==> config.mk <==
export PLATFORM = sky130hd
export DESIGN_NAME = xor_stream_unit
export DESIGN_NICKNAME = d
export VERILOG_FILES = /design/src/rtl/xor_stream_unit.sv
export SDC_FILE = /design/constraint.sdc
export NUM_CORES = 1
export LEC_CHECK = 0
export ABC_AREA = 1
export BUFFER_PORTS_ARGS = -buffer_cell sky130_fd_sc_hd__buf_2
export CAP_MARGIN = 20
export CORE_UTILIZATION = 54
export CTS_CLUSTER_DIAMETER = 60
export DETAILED_ROUTE_END_ITERATION = 16
export GPL_TIMING_DRIVEN = 1
export PLACE_DENSITY_LB_ADDON = 0.05
export SYNTH_ARGS = -nofsm -noshare
export SYNTH_HDL_FRONTEND = slang
export SYNTH_SLANG_ARGS = --single-unit
==> constraint.sdc <==
create_clock -name clk -period 1.93 [get_ports clk]
set_clock_uncertainty 0.15 [all_clocks]
set_input_delay 0.0965 -clock clk [delete_from_list [all_inputs] [get_ports clk]]
set_output_delay 0.0965 -clock clk [all_outputs]
set_load 0.005 [all_outputs]
==> src/rtl/xor_stream_unit.sv <==
// -----------------------------------------------------------------------------
// xor_stream_unit
//
// Streaming bitwise unit with a single registered output stage. Each accepted
// input beat is combined as A^B (XOR), ~(A^B) (XNOR) or folded into a running
// XOR accumulator that emits one word per packet (ACCUM). The result is held
// in an output register together with its reduction-XOR parity.
//
// Handshake (both sides): a beat moves on a rising edge where valid and ready
// are both 1. valid must not depend on ready; once raised, the producer holds
// valid and its payload until the transfer. in_ready is derived only from
// the output register occupancy and out_ready, so a full output register
// that is being drained this cycle can accept a new beat with no bubble.
//
// Ports:
//   clk          clock, rising edge
//   rst_n        asynchronous active-low reset
//   in_valid     input beat valid
//   in_ready     unit accepts the input beat this cycle
//   in_a, in_b   operands (WIDTH bits)
//   in_last      final beat of an ACCUM packet (ignored in other modes)
//   mode         00 XOR, 01 ACCUM, 10 XNOR, 11 same as XOR
//   out_valid    result valid
//   out_ready    downstream accepts the result
//   out_data     result word (WIDTH bits)
//   out_parity   XOR of all bits of out_data
//   dbg_state_o  accumulator FSM state (0 = IDLE, 1 = ACC)
// -----------------------------------------------------------------------------
module xor_stream_unit #(
    parameter int WIDTH = 8
) (
    input  logic             clk,
    input  logic             rst_n,
    input  logic             in_valid,
    output logic             in_ready,
    input  logic [WIDTH-1:0] in_a,
    input  logic [WIDTH-1:0] in_b,
    input  logic             in_last,
    input  logic [1:0]       mode,
    output logic             out_valid,
    input  logic             out_ready,
    output logic [WIDTH-1:0] out_data,
    output logic             out_parity,
    output logic             dbg_state_o
);

    typedef enum logic {
        S_IDLE = 1'b0,
        S_ACC  = 1'b1
    } state_t;

    localparam logic [1:0] MODE_XOR   = 2'b00;
    localparam logic [1:0] MODE_ACCUM = 2'b01;
    localparam logic [1:0] MODE_XNOR  = 2'b10;

    state_t           state_q, state_d;
    logic [WIDTH-1:0] acc_q, acc_d;
    logic             out_valid_q, out_valid_d;
    logic [WIDTH-1:0] out_data_q, out_data_d;
    logic             out_parity_q, out_parity_d;

    // Result produced by the beat accepted this cycle, if any.
    logic             produce;
    logic [WIDTH-1:0] result;

    logic             accept;
    logic [WIDTH-1:0] ab_xor;
    logic [WIDTH-1:0] acc_base;

    assign in_ready    = !out_valid_q || out_ready;
    assign accept      = in_valid && in_ready;
    assign ab_xor      = in_a ^ in_b;
    // A packet started in IDLE folds onto zero, one continued in ACC onto acc.
    assign acc_base    = (state_q == S_ACC) ? acc_q : '0;

    assign out_valid   = out_valid_q;
    assign out_data    = out_data_q;
    assign out_parity  = out_parity_q;
    assign dbg_state_o = state_q;

    // -------------------------------------------------------------------------
    // State register
    // -------------------------------------------------------------------------
    always_ff @(posedge clk or negedge rst_n) begin
        if (!rst_n) begin
            state_q      <= S_IDLE;
            acc_q        <= '0;
            out_valid_q  <= 1'b0;
            out_data_q   <= '0;
            out_parity_q <= 1'b0;
        end else begin
            state_q      <= state_d;
            acc_q        <= acc_d;
            out_valid_q  <= out_valid_d;
            out_data_q   <= out_data_d;
            out_parity_q <= out_parity_d;
        end
    end

    // -------------------------------------------------------------------------
    // Next-state logic: accumulator FSM and the result of the accepted beat
    // -------------------------------------------------------------------------
    always_comb begin
        state_d = state_q;
        acc_d   = acc_q;
        produce = 1'b0;
        result  = '0;

        if (accept) begin
            case (mode)
                MODE_ACCUM: begin
                    if (in_last) begin
                        produce = 1'b1;
                        result  = acc_base ^ ab_xor;
                        acc_d   = '0;
                        state_d = S_IDLE;
                    end else begin
                        acc_d   = acc_base ^ ab_xor;
                        state_d = S_ACC;
                    end
                end
                MODE_XNOR: begin
                    // Any non-ACCUM beat abandons a partial packet.
                    produce = 1'b1;
                    result  = ~ab_xor;
                    acc_d   = '0;
                    state_d = S_IDLE;
                end
                default: begin
                    // MODE_XOR and the reserved encoding 11.
                    produce = 1'b1;
                    result  = ab_xor;
                    acc_d   = '0;
                    state_d = S_IDLE;
                end
            endcase
        end
    end

    // -------------------------------------------------------------------------
    // Output register next-state
    // -------------------------------------------------------------------------
    always_comb begin
        out_valid_d  = out_valid_q;
        out_data_d   = out_data_q;
        out_parity_d = out_parity_q;

        if (produce) begin
            // Also covers drain + load in the same cycle: valid stays high.
            out_valid_d  = 1'b1;
            out_data_d   = result;
            out_parity_d = ^result;
        end else if (out_valid_q && out_ready) begin
            // Data is left in place; only valid drops after the transfer.
            out_valid_d  = 1'b0;
        end
    end

    // Unused-in-other-modes marker keeps MODE_XOR referenced for readers.
    logic unused_mode_xor;
    assign unused_mode_xor = (mode == MODE_XOR);

endmodule

**Word-level counts from Yosys, hierarchy flattened**

Index checks and enable logic that the tools add are counted.

- Register bits: 19
- Bits of input ports: 23
- Output and inout port bits: 12
- Word-level logic and storage cells: 29

- Equal/unequal tests: 2
- Multiplexer cells: 13
- Bitwise gates (word level): 3
- Reduce and logical (&&, ||, !) cells: 6

Operators with widths:

| kind | count |
|---|---|
| $mux 8 | 5 |
| $pmux 8 s2 | 1 |
| $xor 8x8->8 | 2 |
| $not 8->8 | 1 |
| $reduce_xor 8->1 | 1 |
| $mux 1 | 7 |
| $eq 2x1->1 const B | 1 |
| $eq 2x2->1 const B | 1 |
| $logic_and 1x1->1 | 2 |
| $reduce_bool 2->1 | 1 |
| $logic_not 1->1 | 1 |
| $logic_or 1x1->1 | 1 |

**Depth between registers and ports, before layout**

Gate-level depths: netlist (run 1).

- Depth in word-level cells: 6
- Mapped depth: 17
- Mapped depth without buffers: 16

**Worst setup path after synthesis (run 1)**

Ideal clock, no wire load.

- Path type: reg-to-reg
- From: register out_valid_q (netlist: out_valid)
- To: register out_parity_q (netlist: out_parity)
- Library setup time: 117 ps
- Arrival time: 1301 ps
- Data required time: 1663 ps
- Slack: 361 ps
- Stages on the path, launching flop included: 14
- Path buffers: 1
- Clock period less this slack: 1569 ps
- Path through: dfrtp_1 -> a21boi_2 -> buf_6 -> nand2_1 -> inv_1 -> nand2_1 -> nand2_1 -> nand2_2 -> inv_2 -> nand2_1 -> nand2_1 -> nand2_1 -> nand3_1 -> nand2_1

- Longest elaborated chain between the ends: 5
- Elaborated cells on any way between the ends: 6
- Those cells by class: 2 x mux; 4 x reduce/logical

Ends and longest elaborated chain:

| what | line | RTL |
|---|---|---|
| start: declaration | 58 | `logic out_valid_q, out_valid_d;` |
| start signal: assignment | 94 | `out_valid_q <= out_valid_d;` |
| $logic_not 1->1 (*) | 70 | `assign in_ready = !out_valid_q \|\| out_ready;` |
| $logic_or 1x1->1 (*) | 70 |  |
| $logic_and 1x1->1 (*) | 71 | `assign accept = in_valid && in_ready;` |
| $mux 8 | 109 | `if (accept) begin` |
| $reduce_xor 8->1 | 152 | `out_parity_d = ^result;` |
| end signal: assignment | 96 | `out_parity_q <= out_parity_d;` |
| end: declaration | 60 | `logic out_parity_q, out_parity_d;` |

Every way passes the cells marked *; elsewhere a longest branch is shown, timed or not.
A chain may end at the register's enable or synchronous reset.

**Final worst setup path (run 1)**

- From: input port out_ready
- To: register out_parity_q (netlist: out_parity)

- Longest elaborated chain between the ends: 4
- Elaborated cells on any way between the ends: 5
- Those cells by class: 2 x mux; 3 x reduce/logical

Ends and longest elaborated chain:

| what | line | RTL |
|---|---|---|
| start: declaration | 41 | `input logic out_ready,` |
| $logic_or 1x1->1 (*) | 70 |  |
| $logic_and 1x1->1 (*) | 71 |  |
| $mux 8 | 109 |  |
| $reduce_xor 8->1 | 152 |  |

Marks and branches as above.

==> results by group, run 1 <==
Status
  • Status: complete, no violations

Final layout
  • Final design utilization: 64.8%
  • Antenna cells: 0
  • Layout area overhead: 14.4%
  • FILL cells: 285
  • Commonest cells after routing, fill and taps aside: nand2_1 (132), inv_1 (45), nand3_1 (35)
  • Nets: 333
  • Fraction of layout cells with a size suffix above 1: 16.3%
  • Most common cell after layout, fill and taps aside: nand2_1

Setup path
  • Buf/Inv on CP: 6
  • Endpoint class of the critical path: flip-flop
  • Crit path launch type: input pin
  • CP Data Required Time: 1.98 ns
  • Largest stage delay, worst path: 0.52 ns
  • Crit-path leading delay family: buffers and inverters
  • Critical path depth: 16
  • Slowest stage cell, crit path: dlygate4sd3_1
  • Crit-path max FO: 12
  • Setup CP Type: in2reg
  • Worst r2r path cells: 14
  • CP arrival: 1.77 ns
  • CP dominant cell by count: nand2_1
  • Critical-path cell list: dlygate4sd3_1 -> buf_2 -> inv_1 -> a21boi_2 -> buf_4 -> nand2_1 -> inv_1 -> nand2_1 -> inv_1 -> nand2_1 -> nand2_1 -> nand2_1 -> nand2_1 -> nand2_1 -> nand3_1 -> nand2_1

Timing
  • Period utilisation layout: 89.1%
  • Fmax: 582 MHz
  • Worst Tran Pin Value: 0.439 ns
  • Final Hold Fails: 0
  • Total negative slack: 0 ns
  • Pins over their slew limit: 0
  • Relative slew slack: 70.7%
  • Min Tclk post-route: 1.72 ns
  • Final setup viols: 0
  • RSZ-0062 raised after global routing: no

Logic synthesis
  • Synth Net Count: 295
  • Ys Warns: 0
  • Number of flops mapped to enable cells by yosys: 0
  • Sequential area share after synthesis: 30.4%
  • Mapped cell area: 1560 µm²
  • Mean post-synth cell area: 5.79 µm²
  • Synthesized instance count: 270
  • Ys flop type: dfrtp_1
  • Synth unique cells: 16
  • Yosys reg bits: 19
  • Async S/R FF share, synth: 100%

Clock tree
  • H-tree lvl count: 1
  • Clock Pin Slew Worst Setup and Hold Paths: 0.11 ns
  • CTS root buf: clkbuf_4
  • TritonCTS Sinks: 19
  • Longest Clk Path Bufs: 2
  • CTS Buf Count: 3
  • CTS tree: yes
  • Skew-Pair Late Insertion Delay: 0.30 ns

Floorplan
  • Placement Rows: 19
  • Horiz. Die Dim: 55.8 µm
  • Core area: 2760 µm²
  • Die area: 3110 µm²
  • I/O pin count: 35
  • Starting Density: 56.7%
  • Die height: 55.8 µm

Power
  • Power Dens Cells: 568 nW/µm²
  • Peak VDD IR: 0.555 mV
  • Leak: 1.18 nW

Drt
  • Drt total wl: 3.23 mm
  • Vias per inst: 4.83
  • Drt first pass iters: 4
  • WL/cell: 9.54 µm
  • Vias after detailed routing: 1633
  • DRT iter0 DRCs: 61
  • Post-route ant nets: 0
  • # DRC: 0

GRT
  • Global-route wire length before repair: 5.80 mm
  • Grt total ovfl: 0
  • Total track usage: 23.2%
  • Initial antenna violation count: 0
  • Vias in the first global route: 1424
  • Largest net degree at the start of global routing: 20

Flow run
  • Max-cap violations: 0

Hold path
  • Min-Delay Path Class: in2async

Placement
  • IO Port Bufs: 34
  • Final GP Congestion: 0.833
  • HPWL after DPL: 2.56 mm
## stage by stage
step | worst slack (ns) | area, µm² | power, mW | instances | hold slack [ns]
2_1_floorplan | 0.361 | 1560 | 0.713 | 270 | -0.349
3_3_place_gp | 0.0983 | 1740 | 0.810 | 332 | -0.0855
3_5_place_dp | 0.0738 | 1740 | 0.814 | 332 | -0.0847
4_1_cts | 0.140 | 1790 | 1.02 | 338 | 0.106
5_1_grt | 0.0139 | 1790 | 1.09 | 338 | 0.147
6_report | 0.211 | 1790 | 1.02 | 338 | 0.102
## worst paths after layout
kind                                  start     endpoint  slack (ns)
worst min-delay path                  rst_n     acc_q[1]        0.10
worst max-delay path              out_ready   out_parity        0.21
worst max register to register  dbg_state_o   out_parity        0.21
min in group clk                    in_b[0]     acc_q[0]        0.10
max in group asynchronous             rst_n  dbg_state_o        1.20
worst min register to register  out_data[4]  out_data[4]        0.34
## synthesized netlist by cell type, types with 2 or more instances
cell type / count / area share [%]
nand2_1: 132 / 32
o21ai_0: 16 / 5.1
inv_1: 45 / 11
inv_2: 3 / 0.72
dfrtp_1: 19 / 30
a21oi_1: 3 / 0.96
buf_6: 3 / 2.2
ha_1: 2 / 1.6
nor2_1: 2 / 0.48
nand2_2: 2 / 0.80
nand3_1: 35 / 11
a21oi_2: 4 / 2.2
## state kept, by name, summed over array words and instances, names as in the netlist
| register | count |
|---|---|
| out_valid | 1 |
| out_data | 8 |
| acc_q | 8 |
| dbg_state_o | 1 |
| out_parity | 1 |
## where the power goes
group	internal, mW	switching, mW
clock network	0.0806	0.127
logic	0.137	0.208
registers	0.438	0.0235
## kinds of logic (layout without fill, tap and decap cells)
logic type	count (synthesis)	after routing	synth area share, %
AND/OR/NAND/NOR	171	171	44.2
adder cells (fa/ha/maj)	2	2	1.60
AO/OA/AOI/OAI	24	24	9.05
flip-flops	19	19	30.4
buffers and inverters	54	91	14.7
## layer usage
metal	part of all wire, %	up-vias	global-route usage, %
li1	-	895	-
met2	46	35	41.1
met5	0	-	0
met4	1.5	0	7.50
met3	3.2	5	2.33
met1	49	698	29.4
## layout make-up
type	instances	area (µm²)	area share, %
sequential	19	477	26.7
tap	31	38.8	2.17
inverter	49	184	10.3
multi-input combinational	197	857	47.9
timing repair buffer	38	205	11.5
clock buffer	4	26.3	1.47
## timing repair
item                                    CTS  global route
buffers inserted                          0             0
gates resized for setup                   0             1
endpoints found under the hold margin    20             0
endpoints found under the setup margin    0             1
hold buffers                              2             0
Power figures use the tool's default switching activity.
==> run 2, diff against run 1 <==
Settings changed: CORE_UTILIZATION 54 to 56, CTS_BUF_LIST from default to sky130_fd_sc_hd__clkbuf_4, REMOVE_ABC_BUFFERS from default to 1.
==> run 2 against run 1 <==
  * Maximum frequency increased by 0.29%
  * Cell count decreased by 0.30%
  * Combinational power is 4% higher
  * Critical path type unchanged
  * Core utilization rose by 5.4 points
  * Clock-buffer cell count did not move
==> results by group, run 2 (synthesized netlist as in run 1, its figures left out) <==
Drt
  • Drt first pass iters: 4
  • WL/cell: 10.3 µm
  • Vias per inst: 4.94
  • DRT iter0 DRCs: 30
  • # DRC: 0
  • Vias after detailed routing: 1665
  • Post-route ant nets: 0
  • Drt total wl: 3.46 mm

GRT
  • Total track usage: 25.9%
  • Grt total ovfl: 0
  • Vias in the first global route: 1400
  • Initial antenna violation count: 0
  • Largest net degree at the start of global routing: 20
  • Global-route wire length before repair: 5.56 mm

Timing
  • RSZ-0062 raised after global routing: yes
  • Final setup viols: 0
  • Pins over their slew limit: 0
  • Worst Tran Pin Value: 0.444 ns
  • Fmax: 584 MHz
  • Min Tclk post-route: 1.71 ns
  • Total negative slack: 0 ns
  • Final Hold Fails: 0
  • Period utilisation layout: 88.8%
  • Relative slew slack: 70.4%

Setup path
  • Setup CP Type: in2reg
  • CP Data Required Time: 1.98 ns
  • Endpoint class of the critical path: flip-flop
  • Worst Setup SP: out_ready
  • Crit-path max FO: 12
  • Crit path launch type: input pin
  • R2r startpoint: dbg_state_o
  • CP arrival: 1.77 ns

Clock tree
  • CTS root buf: clkbuf_4
  • H-tree lvl count: 1
  • Clock Pin Slew Worst Setup and Hold Paths: 0.11 ns
  • Skew-Pair Late Insertion Delay: 0.30 ns
  • CTS Buf Count: 3
  • Longest Clk Path Bufs: 2
  • CTS tree: yes
  • TritonCTS Sinks: 19

Final layout
  • Layout area overhead: 15.4%
  • Antenna cells: 0
  • Most common cell after layout, fill and taps aside: nand2_1
  • Post-route non-filler standard cell count: 337
  • Nets: 333
  • Commonest cells after routing, fill and taps aside: nand2_1 (132), inv_1 (44), nand3_1 (35)
  • Fraction of layout cells with a size suffix above 1: 16.9%

Floorplan
  • I/O pin count: 35
  • Starting Density: 60.9%
  • Placement Rows: 18
  • Core area: 2570 µm²
  • Horiz. Die Dim: 54.8 µm
  • Die area: 3010 µm²
  • Die height: 54.8 µm

Placement
  • IO Port Bufs: 34
  • HPWL after DPL: 2.67 mm
  • Final GP Congestion: 0.846
  • Placed cells: 331

Power
  • Leak: 1.19 nW
  • Power Dens Cells: 579 nW/µm²
  • Peak VDD IR: 0.497 mV

Hold path
  • Min-delay src: in_b[1]
  • Min-Delay Path Class: in2reg

Flow run
  • Max-cap violations: 0

Status
  • Status: complete, no violations
-- run 2: changes by cell type in the layout (fill, tap and decap cells not counted) --
cell and change:
clkbuf_4 +1, buf_12 +1, inv_1 -1, inv_2 +1
clkbuf_1 -1, buf_4 -1
-- run 2: path summary, 6_finish.rpt --
check,slack (ns),to,depth (start not counted)
max,0.22,out_parity,16
min,0.10,acc_q[1],6
max reg2reg,0.22,out_parity,14
min reg2reg,0.34,out_data[7],2
max in group asynchronous,1.17,dbg_state_o,2
min in group asynchronous,0.13,acc_q[4],2
-- run 2: repair_timing --
| item | in CTS | in global routing |
|---|---|---|
| endpoints found under the hold margin | 20 | 0 |
| gates resized for setup | 0 | 2 |
| hold buffers | 2 | 0 |
| buffers inserted | 0 | 0 |
| setup endpoints to repair | 0 | 4 |
-- run 2: per-layer routing --
metal	routed length, µm	share of wire (%)	vias up	GRT usage, %
met2	1650	48	37	45.8
met4	48	1.4	0	9.40
met1	1650	48	729	32.2
li1	-	-	894	-
met5	0	0	-	0
met3	114	3.3	5	2.22
-- run 2: report_power, final --
| part | total, mW | switching [mW] | internal (mW) |
|---|---|---|---|
| logic | 0.359 | 0.217 | 0.142 |
| clock network | 0.223 | 0.129 | 0.0946 |
| registers | 0.462 | 0.0238 | 0.438 |
| total | 1.04 | 0.370 | 0.675 |
-- run 2: area by class of cell --
class	instances	area, µm²
Tap cell	30	37.5
Timing Repair Buffer	38	218
Sequential cell	19	477
Inverter	49	184
Fill cell	249	764
Multi-Input combinational cell	197	857
Clock buffer	4	30.0
-- run 2: worst max-delay path: stages --
cell and delay, ns:
dlygate4sd3_1 0.52, buf_2 0.09, inv_1 0.04, a21boi_2 0.17, buf_12 0.15, nand2_1 0.05
inv_1 0.04, nand2_1 0.09, inv_1 0.09, nand2_1 0.05, nand2_1 0.06, nand2_1 0.05
nand2_1 0.08, nand2_1 0.05, nand3_1 0.07, nand2_1 0.05
-- run 2: metrics by stage --
stage	instance area, µm²	utilization [%]	total power [mW]	hold WS [ns]	setup slack, ns
global placement	1750	68.2	0.817	-0.0871	0.108
floorplan	1520	-	0.698	-0.349	0.249
finish	1800	70.2	1.04	0.101	0.216
detailed placement	1750	68.2	0.825	-0.0856	0.0638
global route	1800	70.2	1.14	0.156	-0.00537
CTS	1800	70.2	1.05	0.102	0.131
==> run 3, diff against run 2 <==
Settings changed: CORE_UTILIZATION 56 to 29.
==> run 3 against run 2 <==
  * Die area grew 89%
  * Core utilization is 34 points lower
  * Maximum frequency fell by 0.31%
  * Cell count is 12% higher
  * Sequential power barely moved
  * Clock power barely moved
  * Via count did not move
  * Sequential share of layout area decreased by 0.89 points
  * Clock-buffer cell count is 1 lower
  * Power grew 1.2%
  * Critical path type is now reg2reg
  * Critical endpoint unchanged
  * Largest power group unchanged
==> results by group, run 3 (synthesized netlist as in run 1, its figures left out) <==
Clock tree
  • CTS root buf: clkbuf_4
  • Skew-Pair Late Insertion Delay: 0.31 ns
  • TritonCTS Sinks: 19
  • Longest Clk Path Bufs: 2
  • CTS Buf Count: 3
  • Clock Pin Slew Worst Setup and Hold Paths: 0.13 ns
  • CTS tree: yes
  • Post-CTS Setup Repair Bufs: 0
  • H-tree lvl count: 1

Power
  • Peak VDD IR: 0.180 mV
  • Leak: 1.20 nW
  • Power Dens Cells: 567 nW/µm²
  • Overall power: 1.06 mW

GRT
  • Total track usage: 16.3%
  • Global-route wire length before repair: 7.00 mm
  • Initial antenna violation count: 0
  • Vias in the first global route: 1553
  • Grt total ovfl: 0
  • Largest net degree at the start of global routing: 20

Final layout
  • Fraction of layout cells with a size suffix above 1: 17.2%
  • Most common cell after layout, fill and taps aside: nand2_1
  • Area of the multi-input gates: 857 µm²
  • Commonest cells after routing, fill and taps aside: nand2_1 (132), inv_1 (45), nand3_1 (35)
  • Final design utilization: 36.3%
  • Layout area overhead: 19.4%
  • FILL cells: 593
  • Antenna cells: 0
  • Nets: 335
  • Reg area: 477 µm²

Setup path
  • Buf/Inv on CP: 1
  • Crit-path max FO: 10
  • Setup CP Type: reg2reg
  • CP Data Required Time: 2.00 ns
  • CP arrival: 1.79 ns
  • Crit-path leading delay family: simple AND/OR/NAND/NOR gates
  • Worst Setup SP: dbg_state_o
  • R2R Setup Slk: 0.21 ns
  • Endpoint class of the critical path: flip-flop
  • Slowest stage cell, crit path: dfrtp_2
  • Crit path launch type: flip-flop
  • CP dominant cell by count: nand2_1
  • R2r startpoint: dbg_state_o
  • Critical-path cell list: nand2_1 -> inv_1 -> nand2_1 -> nand3_1 -> a21oi_1 -> nand2_1 -> nand2_1 -> nand2_1 -> nand2_1 -> nand2_1 -> nand3_1 -> nand2_1
  • Largest stage delay, worst path: 0.50 ns

Hold path
  • Min-delay src: in_b[0]
  • Min-Delay Path Class: in2reg

Floorplan
  • Die height: 75.4 µm
  • Starting Density: 30.4%
  • Placement Rows: 26
  • Die area: 5690 µm²
  • I/O pin count: 35
  • Core area: 5140 µm²
  • Horiz. Die Dim: 75.4 µm

Placement
  • Worst slack, placed: -0.0251 ns
  • Final GP Congestion: 0.768
  • HPWL after DPL: 3.11 mm
  • IO Port Bufs: 34

Drt
  • Drt total wl: 4.14 mm
  • Vias per inst: 4.39
  • DRT iter0 DRCs: 84
  • WL/cell: 10.9 µm
  • Post-route ant nets: 0
  • # DRC: 0
  • Vias after detailed routing: 1665
  • Drt first pass iters: 4

Timing
  • Relative slew slack: 65.5%
  • Final Hold Fails: 0
  • Final worst slack: 0.211 ns
  • Worst Tran Pin Value: 0.518 ns
  • RSZ-0062 raised after global routing: no
  • Period utilisation layout: 89.1%
  • Final setup viols: 0
  • Fmax: 582 MHz
  • Total negative slack: 0 ns
  • Worst hold slack: 0.0870 ns
  • Min Tclk post-route: 1.72 ns
  • Pins over their slew limit: 0

Status
  • Status: complete, no violations

Flow run
  • Max-cap violations: 0
[run 3: changes by cell type in the layout (fill, tap and decap cells not counted), sizes merged]
cell and change:
clkinv +1, buf +2, clkbuf -1
[run 3: layout make-up]
type	instances	area share, %
multi-input combinational	197	45.9
sequential	19	25.6
timing repair buffer	40	12.5
inverter	49	9.86
tap	70	4.69
clock buffer	3	1.21
clock inverter	1	0.268
[run 3: routing by layer]
metal	GRT usage (%)	share of wire, %	routed length (µm)
met4	3.91	0.75	31
met3	1.32	3.1	127
met2	29.1	46	1910
met5	0	0	0
met1	21.5	50	2080
[run 3: final timing paths]
check / endpoint / depth (start not counted)
min in group asynchronous: acc_q[5] / 2
min: acc_q[0] / 6
max: out_parity / 12
max reg2reg: out_parity / 12
min reg2reg: out_data[4] / 2
max in group asynchronous: dbg_state_o / 2
[run 3: report_power, final]
part	internal (mW)	switching (mW)	total (mW)
combinational	0.146	0.222	0.369
clock	0.0774	0.147	0.224
sequential	0.438	0.0257	0.464
total	0.662	0.395	1.06
[run 3: worst reg2reg max path: stages (launching register included)]
cell and delay [ns]:
dfrtp_2 0.50, nand2_1 0.11, inv_1 0.04, nand2_1 0.07, nand3_1 0.09, a21oi_1 0.23
nand2_1 0.08, nand2_1 0.09, nand2_1 0.05, nand2_1 0.06, nand2_1 0.05, nand3_1 0.07
nand2_1 0.04
[run 3: per-stage QoR]
step | std cells | area [µm²]
3_3_place_gp | 373 | 1820
4_1_cts | 379 | 1860
2_1_floorplan | 265 | 1520
5_1_grt | 379 | 1870
6_report | 379 | 1870
3_5_place_dp | 373 | 1820
[run 3: repair_timing]
item / CTS / global route
resized for setup: 0 / 1
hold endpoints to repair: 20 / 0
hold buffers: 2 / 0
setup endpoints to repair: 0 / 1
